### src/rtl/dot_prod_feeder.sv
// Streams signed element pairs into the engine's two arrays (top-down from DEPTH-1),
// kicks the engine, waits for its done flag and holds the result for a downstream consumer.
module dot_prod_feeder #(
    parameter int DEPTH  = 1000,
    parameter int ADDR_W = 10,
    parameter int DATA_W = 27,
    parameter int ACC_W  = 64
) (
    input  logic              clk,
    input  logic              rst_n,
    // element-pair stream
    input  logic              in_valid,
    output logic              in_ready,
    input  logic              in_last,
    input  logic [DATA_W-1:0] in_a,
    input  logic [DATA_W-1:0] in_b,
    // engine control
    output logic              r_enable,
    output logic [ADDR_W-1:0] init_i_t_a,
    output logic [ACC_W-1:0]  init_acc_t_a,
    output logic              controlArr,
    output logic              controlArrWEnable_a,
    output logic              controlArrWEnable_b,
    output logic [ADDR_W-1:0] controlArrAddr_a,
    output logic [ADDR_W-1:0] controlArrAddr_b,
    output logic [DATA_W-1:0] controlArrWData_a,
    output logic [DATA_W-1:0] controlArrWData_b,
    input  logic              w_enable,
    input  logic [ACC_W-1:0]  result,
    // result stream
    output logic              out_valid,
    input  logic              out_ready,
    output logic [ACC_W-1:0]  out_result,
    output logic [10:0]       out_count,
    output logic [15:0]       out_cycles
);

    typedef enum logic [1:0] {LOAD, KICK, RUN, HOLD} state_t;

    localparam logic [ADDR_W-1:0] LAST_ADDR = ADDR_W'(DEPTH - 1);

    state_t            state_q, state_d;
    logic [ADDR_W-1:0] idx_q, idx_d;
    logic [ADDR_W-1:0] init_q, init_d;
    logic [10:0]       count_q, count_d;
    logic [15:0]       cycles_q, cycles_d;
    logic [ACC_W-1:0]  result_q, result_d;

    logic              accept;
    logic              job_end;
    logic [ADDR_W-1:0] wr_addr;

    // in_ready is gated by rst_n so nothing is accepted while reset is held
    assign in_ready = (state_q == LOAD) & rst_n;
    assign accept   = in_valid & in_ready;
    assign wr_addr  = LAST_ADDR - idx_q;
    assign job_end  = accept & (in_last | (idx_q == LAST_ADDR));

    assign controlArrWEnable_a = accept;
    assign controlArrWEnable_b = accept;
    assign controlArrAddr_a    = wr_addr;
    assign controlArrAddr_b    = wr_addr;
    assign controlArrWData_a   = in_a;
    assign controlArrWData_b   = in_b;

    assign init_i_t_a   = init_q;
    assign init_acc_t_a = '0;
    assign out_result   = result_q;
    assign out_count    = count_q;
    assign out_cycles   = cycles_q;

    always_ff @(posedge clk or negedge rst_n) begin
        if (!rst_n) begin
            state_q  <= LOAD;
            idx_q    <= '0;
            init_q   <= LAST_ADDR;
            count_q  <= '0;
            cycles_q <= '0;
            result_q <= '0;
        end else begin
            state_q  <= state_d;
            idx_q    <= idx_d;
            init_q   <= init_d;
            count_q  <= count_d;
            cycles_q <= cycles_d;
            result_q <= result_d;
        end
    end

    always_comb begin
        state_d    = state_q;
        idx_d      = idx_q;
        init_d     = init_q;
        count_d    = count_q;
        cycles_d   = cycles_q;
        result_d   = result_q;
        r_enable   = 1'b1;
        controlArr = 1'b0;
        out_valid  = 1'b0;

        unique case (state_q)
            LOAD: begin
                controlArr = 1'b1;
                if (job_end) begin
                    // lowest written address is the engine's start index (DEPTH-N)
                    state_d = KICK;
                    count_d = 11'(idx_q) + 11'd1;
                    init_d  = wr_addr;
                end else if (accept) begin
                    idx_d = idx_q + 1'b1;
                end
            end
            KICK: begin
                state_d = RUN;
            end
            RUN: begin
                r_enable = 1'b0;
                if (cycles_q != 16'hFFFF) cycles_d = cycles_q + 16'd1;
                if (w_enable) begin
                    result_d = result;
                    state_d  = HOLD;
                end
            end
            HOLD: begin
                out_valid = 1'b1;
                if (out_ready) begin
                    state_d  = LOAD;
                    cycles_d = '0;
                    idx_d    = '0;
                end
            end
            default: state_d = LOAD;
        endcase
    end

endmodule

### config.mk
export PLATFORM = sky130hd
export DESIGN_NAME = dot_prod_feeder
export DESIGN_NICKNAME = d
export VERILOG_FILES = /design/src/rtl/dot_prod_feeder.sv
export SDC_FILE = /design/constraint.sdc
export NUM_CORES = 1
export LEC_CHECK = 0
export ABC_CLOCK_PERIOD_IN_PS = 1930
export BUFFER_PORTS_ARGS = -buffer_cell sky130_fd_sc_hd__buf_2
export CORE_ASPECT_RATIO = 0.75
export CORE_MARGIN = 1.5
export CORE_UTILIZATION = 30
export CTS_CLUSTER_DIAMETER = 100
export DETAILED_ROUTE_END_ITERATION = 16
export GPL_TIMING_DRIVEN = 1
export PLACE_DENSITY = 0.69
export SYNTH_ARGS = -nofsm -noshare
export SYNTH_HDL_FRONTEND = slang
export SYNTH_SLANG_ARGS = --single-unit
### constraint.sdc
create_clock -name clk -period 1.93 [get_ports clk]
set_clock_uncertainty 0.2 [all_clocks]
set_input_delay 0.386 -clock clk [delete_from_list [all_inputs] [get_ports clk]]
set_output_delay 0.386 -clock clk [all_outputs]
set_load 0.01 [all_outputs]
=== Word level (Yosys, flattened, before mapping) ===
Cells that the tools add are included.

* Eq/ne operators: 11
* Bitwise operators: 4
* Add/sub/neg operators: 4
* Reductions and logical operators: 8
* Multiplexer cells: 14

{| class="wikitable"
|+ Operator list
! cell !! number
|-
| 16-bit 2-to-1 mux || 2
|-
| 16-bit case mux with 2 select lines || 1
|-
| 10-bit 2-to-1 mux || 3
|-
| 10-bit case mux with 2 select lines || 1
|-
| 16-bit by 1-bit adder with 16-bit output, second input constant || 1
|-
| 16-bit != test, second input constant || 1
|-
| 2-bit != test, second input constant || 6
|-
| 10-bit by 1-bit adder with 11-bit output, second input constant || 1
|-
| 10-bit by 1-bit adder with 10-bit output, second input constant || 1
|-
| 10-bit equality test, second input constant || 1
|-
| 10-bit subtractor, first input constant || 1
|-
| 2-bit case mux with 4 select lines || 1
|-
| 2-bit 2-to-1 mux || 3
|-
| 3-bit AND reduction || 2
|-
| 2-bit equality test, second input constant || 2
|-
| 2-bit AND reduction || 2
|-
| 4-bit AND reduction || 1
|-
| 2-bit nonzero test || 2
|-
| 1-bit AND || 3
|-
| 1-bit 2-to-1 mux || 3
|-
| 2-bit by 1-bit equality test with 1-bit output, second input constant || 1
|-
| 2-bit zero test || 1
|-
| 1-bit bitwise OR || 1
|}

* Register bits after elaboration: 113
* Output and inout bits: 245
* Word-level logic and storage cells: 47
* Input port bits: 124

=== Depth between registers and ports, before layout ===
Gate-level depths: netlist of the first run.

* Word-level depth: 6
* Depth in mapped cells: 9
* Gate-level depth less buffers: 7

=== Least setup slack after synthesis of the first run ===
No wires, ideal clock.

* Path type: register to register
* Start: reg state_q[0]
* End: reg idx_q[6]
* Path slack: -0.278 ns
* Data required time: 1.664 ns
* Setup time: 0.066 ns
* Arrival: 1.942 ns
* Buffers on the path: 1
* Stages on the path, launching flop included: 9
* Path through: dfrtp_1 -> inv_1 -> ha_1 -> and3_1 -> o311a_1 -> nand2b_1 -> buf_2 -> or4_1 -> nand2_1

* Cells in the longest elaborated chain, start to end: 6

{| class="wikitable"
|+ Ends and longest elaborated chain
! what !! line !! text
|-
| start: declaration || 42 || <nowiki>state_t state_q, state_d;</nowiki>
|-
| start signal: assignment || 81 || <nowiki>state_q <= state_d;</nowiki>
|-
| 2-bit zero test * || 54 || <nowiki>assign in_ready = (state_q == LOAD) & rst_n;</nowiki>
|-
| 1-bit AND * || 54 ||
|-
| 1-bit AND * || 55 || <nowiki>assign accept = in_valid & in_ready;</nowiki>
|-
| via controlArrWEnable_a || 22 || <nowiki>output logic controlArrWEnable_a,</nowiki>
|-
| 1-bit AND || 57 || <nowiki>assign job_end = accept & (in_last | (idx_q == LAST_ADDR));</nowiki>
|-
| 2-bit != test (no line) || n/a ||
|-
| 4-bit AND reduction (no line) * || n/a ||
|-
| end signal: assignment || 82 || <nowiki>idx_q <= idx_d;</nowiki>
|-
| end: declaration || 43 || <nowiki>logic [ADDR_W-1:0] idx_q, idx_d;</nowiki>
|}

Mark *: on every way through the listed nets, which the timed path passes. The rest lies on a longest branch.
A chain may end at the register's enable or synchronous reset.

=== Worst setup path in the final report of the first run ===
* Start: reg idx_q[3]
* End: out controlArrAddr_b[9]

* Cells in the longest elaborated chain, start to end: 1

{| class="wikitable"
|+ Ends and longest elaborated chain
! what !! line !! text
|-
| 10-bit subtractor || 56 || <nowiki>assign wr_addr = LAST_ADDR - idx_q;</nowiki>
|-
| end: declaration || 25 || <nowiki>output logic [ADDR_W-1:0] controlArrAddr_b,</nowiki>
|}

No other way between the ends.

==> impl_metrics.yaml, run 1 <==
floorplanning:
  start_util: 0.3075
  rows: 44
  die_x_um: 166.2
  io_pins: 369
  core_um2: 19490
  fp.dieH_um: 125.4
  die-area_um2: 20840
global_routing:
  antenna_found_initial: 0
  grt_usage: 0.1529
  grt_max_degree: 81
  gr-total-overflow: 0
  grt_pass1_wl_um: 24930
  grt_pass1_vias: 4594
sta:
  tightest_slew_ns: 0.6720
  rsz0062_at_grt: "yes"
  totalNegativeSetupSlack_ns: -6.294
  final-setup-viol-count: 85
  fmax_ghz: 0.4579
  post-route-period-util: 1.132
  max-slew-margin-rel: 0.5485
  finalWorstSetupSlack_ns: -0.2539
  fin_crit_ns: 2.184
  hold_viol: 0
  maxSlewViolCount: 0
cells_and_area:
  drive_gt1_frac: 0.6000
  antenna_cells: 0
  syn2layout_area_growth_pct: 59.42
  final_util: 0.4902
  final_nets: 954
  fin_cells: 1088
  n_fill_cell: 1762
hold_path:
  hold_path.class: "input port to flip-flop"
  worst_hold_startpoint: "result[34]"
power:
  p_int_mw: 9.943
  switching_share: 0.3358
  total_power_mw: 14.97
  p_leak_nw: 4.760
  seq_power_share: 0.268
  p_sw_mw: 5.028
  peakVddDrop_uv: 622.6
  powerDensity_nw_per_um2: 1567
  comb_power_share: 0.491
  clkPwrFrac: 0.241
flow_run:
  maxCapViolCount: 0
worst_setup_path:
  critical_path_class: "flip-flop to output port"
  critical_path_buf_inv_count: 4
  critical_path.cell_chain: "inv_2 -> ha_4 -> buf_6 -> nor2_4 -> xnor2_2 -> buf_4 -> buf_6"
  start_kind: "flip-flop"
  r2r-start: "state_q[1]"
  end_kind: "output port"
  cp.required_ns: 1.34
  arrival_ns: 1.60
  slowest_stage: "dfrtp_2"
  slowest_delay_ns: 0.38
  crit_top_cell: "buf_6"
  setup.worst_path.start: "idx_q[3]"
  cp_max_fo: 3
  crit_family: "buffers and inverters"
route:
  drcViolationCount: 17
  post_drt_wl_per_cell_um: 17.34
  drt_iter0_markers: 333
  wirelength_um: 18860
  ant_nets: 0
  drtPass1Iterations: 10
  vias: 4881
  viasPerCell: 4.486
placed_design:
  dp_cells: 966
  hpwl_um: 11050
  place.port_buffers: 196
  gp_congestion: 0.8370
yosys:
  synth_edf_count: 0
  synth-warning-count: 0
  ys_seq_elements: 113
  synth.distinct_cells: 51
  avgSynthCellArea_um2: 10.96
  synth_area_um2: 5993
  synth_area_leader_cell: "dfrtp_1"
  synthFlopType: "dfrtp_1"
  synth.most_common_cell: "buf_4"
  synth_area_leaders: "dfrtp_1 44%, buf_4 16%, mux2_2 13%"
  synth_common_cells: "130 x buf_4, 105 x dfrtp_1, 71 x mux2_2"
  syn_inst: 547
  async_reset_ff_frac: 1.000
  synth_seq_area_share: 0.4735
  synth_top_area_share: 0.4384
clock_network:
  cts.root.buffer_cell: "clkbuf_16"
  cts_max_level: 4
  cts_tree: "done"
  cts_buffer_depth: 2
  clock-sinks: 113
  numCtsBuffers: 17
  clock_latency_ns: 0.40
  path_clk_slew_ns: 0.06
run_status:
  violations: "design-rule violations, negative setup slack"
  outcome: "finished with violations"
layout by cell type (no fill, tap or decap), types with 8 or more instances in the layout:
cell,Yosys,final
buf_6,2,33
conb_1,1,64
buf_4,130,59
buf_2,6,185
nand2_1,42,22
dfstp_2,8,8
dlygate4sd3_1,0,41
o21ai_2,0,11
nor2_1,19,13
mux2_4,2,66
a21oi_1,10,8
dfrtp_1,105,102
clkbuf_16,0,26
o21ai_1,1,20
nand2_2,0,14
registers in the layout, summed over array words and instances (netlist names):
name	flops
out_result	64
out_count	11
out_cycles	16
init_i_t_a	10
state_q	2
idx_q	10
final cells by class:
type,count,area [µm²],area share
repair buffers,340,2609,0.2730
flip-flops and latches,113,2841,0.2974
clock buffers,22,464.2,0.04859
inverters,11,46.29,0.004845
multi-input cells,339,3070,0.3214
well taps,253,316.6,0.03313
clock inverters,10,206.4,0.02161
worst paths after layout:
check | end | slack [ns] | depth (start not counted)
setup / recovery | controlArrAddr_b[9] | -0.25 | 7
hold / removal | out_result[34] | 0.02 | 2
setup reg to reg | out_cycles[12] | -0.15 | 9
hold reg to reg | init_i_t_a[2] | 0.26 | 2
max in group asynchronous | out_result[50] | 0.59 | 4
min in group asynchronous | state_q[1] | 0.56 | 4
cell families after synthesis:
kind of cell,share of synthesized area
buf+inv,0.1862
flops,0.4735
simple gates,0.08142
mux,0.1518
compound gates,0.06785
xor+xnor,0.02192
fa+ha+maj,0.01670
other cells,0.0006257
metrics by stage:
stage / hold slack [ns] / setup slack, ns / cell area [µm²]
floorplan: -0.1096 / -0.05924 / 6276
global placement: 0.2633 / -0.001258 / 6963
detailed placement: 0.2680 / -0.09257 / 6963
CTS: 0.0004722 / -0.2908 / 8462
global route: 0.004011 / -0.3185 / 9554
finish: 0.01974 / -0.2539 / 9554
per-layer routing:
| layer | routed length [µm] | GRT usage |
|---|---|---|
| met1 | 8305 | 0.2021 |
| met4 | 107 | 0.03832 |
| met5 | 0 | 0 |
| met3 | 1593 | 0.06489 |
| met2 | 8857 | 0.2301 |
power groups by stage:
stage	Sequential, mW	Combinational [mW]	Clock, mW
3_3_place_gp	3.90	4.85	0
6_report	4.01	7.34	3.61
2_1_floorplan	4.45	2.47	0
3_5_place_dp	3.94	4.91	0
5_1_grt	4.15	7.86	3.80
4_1_cts	3.92	5.62	3.70
what timing repair did:
item / 4_1_cts / 5_1_grt
gates cloned: 0 / 16
resized for setup: 65 / 182
buffers inserted: 18 / 18
hold buffers: 41 / 0
setup endpoints to repair: 26 / 125
pin swaps: 14 / 20
endpoints found under the hold margin: 60 / 0
Power figures use the tool's default switching activity.
==> run 2, diff against run 1 <==
Settings changed: ABC_CLOCK_PERIOD_IN_PS 1930 to 2000.
Clock period 1.93 ns to 2 ns, I/O delays scaled along.
==> impl_metrics.yaml, run 2 (synthesis results as in run 1) <==
run_status:
  outcome: "finished with violations"
  violations: "design-rule violations, negative setup slack"
global_routing:
  antenna_found_initial: 0
  grt_max_degree: 79
  gr-total-overflow: 0
  grt_pass1_wl_um: 23270
  grt_usage: 0.1432
  grt_pass1_vias: 4402
clock_network:
  cts.root.buffer_cell: "clkbuf_16"
  clock_latency_ns: 0.41
  cts_tree: "done"
  path_clk_slew_ns: 0.06
  numCtsBuffers: 17
  cts_buffer_depth: 2
  cts_max_level: 4
  clock-sinks: 113
cells_and_area:
  final_common_cell: "buf_2"
  largest_reg_flops: 64
  n_fill_cell: 1913
  fin_cells: 1043
  syn2layout_area_growth_pct: 37.75
  final_cell_mix: "188 x buf_2, 101 x dfrtp_1, 69 x mux2_2"
  fin_area_um2: 8255
  final_nets: 909
  antenna_cells: 0
  drive_gt1_frac: 0.5405
route:
  met3_length_um: 1473
  dr_wl_met2_um: 7137
  wl_met1_um: 7174
  vias: 4624
  ant_nets: 0
  drcViolationCount: 17
  viasPerCell: 4.433
  post_drt_wl_per_cell_um: 15.25
  drt_iter0_markers: 306
  top_layer: "met4"
  drtPass1Iterations: 11
  wirelength_um: 15910
placed_design:
  place_area_um2: 6858
  hpwl_um: 10680
  pre_cts_slack_ns: -0.03797
  gp_congestion: 0.8130
  place.port_buffers: 196
  dp_cells: 952
power:
  powerDensity_nw_per_um2: 1482
  comb_power_share: 0.436
  clkPwrFrac: 0.249
  switching_share: 0.3465
  seq_power_share: 0.315
  p_sw_mw: 4.240
  p_leak_nw: 3.995
  p_int_mw: 7.997
  peakVddDrop_uv: 623.1
  total_power_mw: 12.24
sta:
  maxSlewViolCount: 0
  fmax_ghz: 0.4624
  hold_viol: 0
  post-route-period-util: 1.081
  fin_crit_ns: 2.162
  totalNegativeSetupSlack_ns: -1.615
  final-setup-viol-count: 17
  rsz0062_at_grt: "yes"
  finalWorstSetupSlack_ns: -0.1625
worst_setup_path:
  reg2regPathDepth: 9
  critical_path_class: "flip-flop to output port"
  setup.worst_path.start: "idx_q[3]"
  critical_path.cell_chain: "inv_2 -> ha_4 -> buf_6 -> nor2_4 -> xnor2_2 -> buf_2"
  start_kind: "flip-flop"
  worstReg2RegEnd: "idx_q[9]"
  slowest_delay_ns: 0.42
  cp.required_ns: 1.40
  ff2ff_setup_slack_ns: -0.02
  slowest_stage: "dfrtp_2"
  cp_max_fo: 3
  end_kind: "output port"
  r2r-start: "idx_q[4]"
  arrival_ns: 1.56
floorplanning:
  core_um2: 19490
  die-area_um2: 20840
  fp.dieH_um: 125.4
  start_util: 0.3075
  io_pins: 369
  die_x_um: 166.2
  rows: 44
hold_path:
  hold_path.class: "input port to asynchronous set/reset pin"
flow_run:
  maxCapViolCount: 0
## run 2: cell count changes in the layout (fill, tap and decap cells not counted), sizes merged
cell         previous run  this run
inv                    10        11
clkinvlp                1         0
nand2                  43        42
buf                   290       275
bufinv                  6         3
clkbuf                 31        20
dlygate4sd3            41        20
clkinv                  4        10
## run 2: per-stage QoR
stage                       util  hold slack (ns)
after floorplan                -         -0.09559
after global placement    0.3519           0.2631
after detailed placement  0.3519           0.2696
after CTS                 0.4090       0.00006645
after global routing      0.4236         0.003475
final                     0.4236          0.01104
## run 2: how the worst max path moves through the flow
stage	slack [ns]	end	depth (start not counted)
6_report	-0.16	controlArrAddr_b[9]	6
5_1_grt	-0.22	controlArrAddr_b[9]	6
4_1_cts	-0.18	controlArrAddr_b[9]	6
3_5_place_dp	-0.04	idx_q[9]	7
3_3_place_gp	0.02	idx_q[3]	8
2_1_floorplan	-0.007	idx_q[6]	8
## run 2: power groups by stage
stage / combinational (mW) / sequential [mW] / clock [mW]
floorplan: 2.38 / 4.29 / 0
global route: 5.76 / 3.99 / 3.25
finish: 5.33 / 3.85 / 3.05
global placement: 4.50 / 3.83 / 0
CTS: 4.98 / 3.84 / 3.16
detailed placement: 4.56 / 3.86 / 0
## run 2: cell type report
class,instances,area (µm²),area share
repair buffers,296,1941,0.2351
clock buffers,19,432.9,0.05244
clock inverters,13,162.7,0.01970
multi-input cells,338,2514,0.3045
well taps,253,316.6,0.03834
inverters,11,46.29,0.005608
flip-flops and latches,113,2843,0.3443
## run 2: metal layers
layer / vias to the layer above / global-route usage
met2: 225 / 0.2048
met5: - / 0
met3: 14 / 0.06489
li1: 2135 / -
met1: 2250 / 0.1918
met4: 0 / 0.04533
## run 2: repair_timing
item	in CTS	in global routing
hold buffers	20	0
setup endpoints to repair	18	42
cloned	0	3
endpoints found under the hold margin	20	0
pin swaps	9	10
setup buffers	19	19
resized for setup	39	27
## run 2: critical path, delay by kind of cell, from the launching register on
family | cells | cell delay (ns)
xor+xnor | 1 | 0.19
fa+ha+maj | 1 | 0.13
buf+inv | 3 | 0.38
flops | 1 | 0.42
simple gates | 1 | 0.04
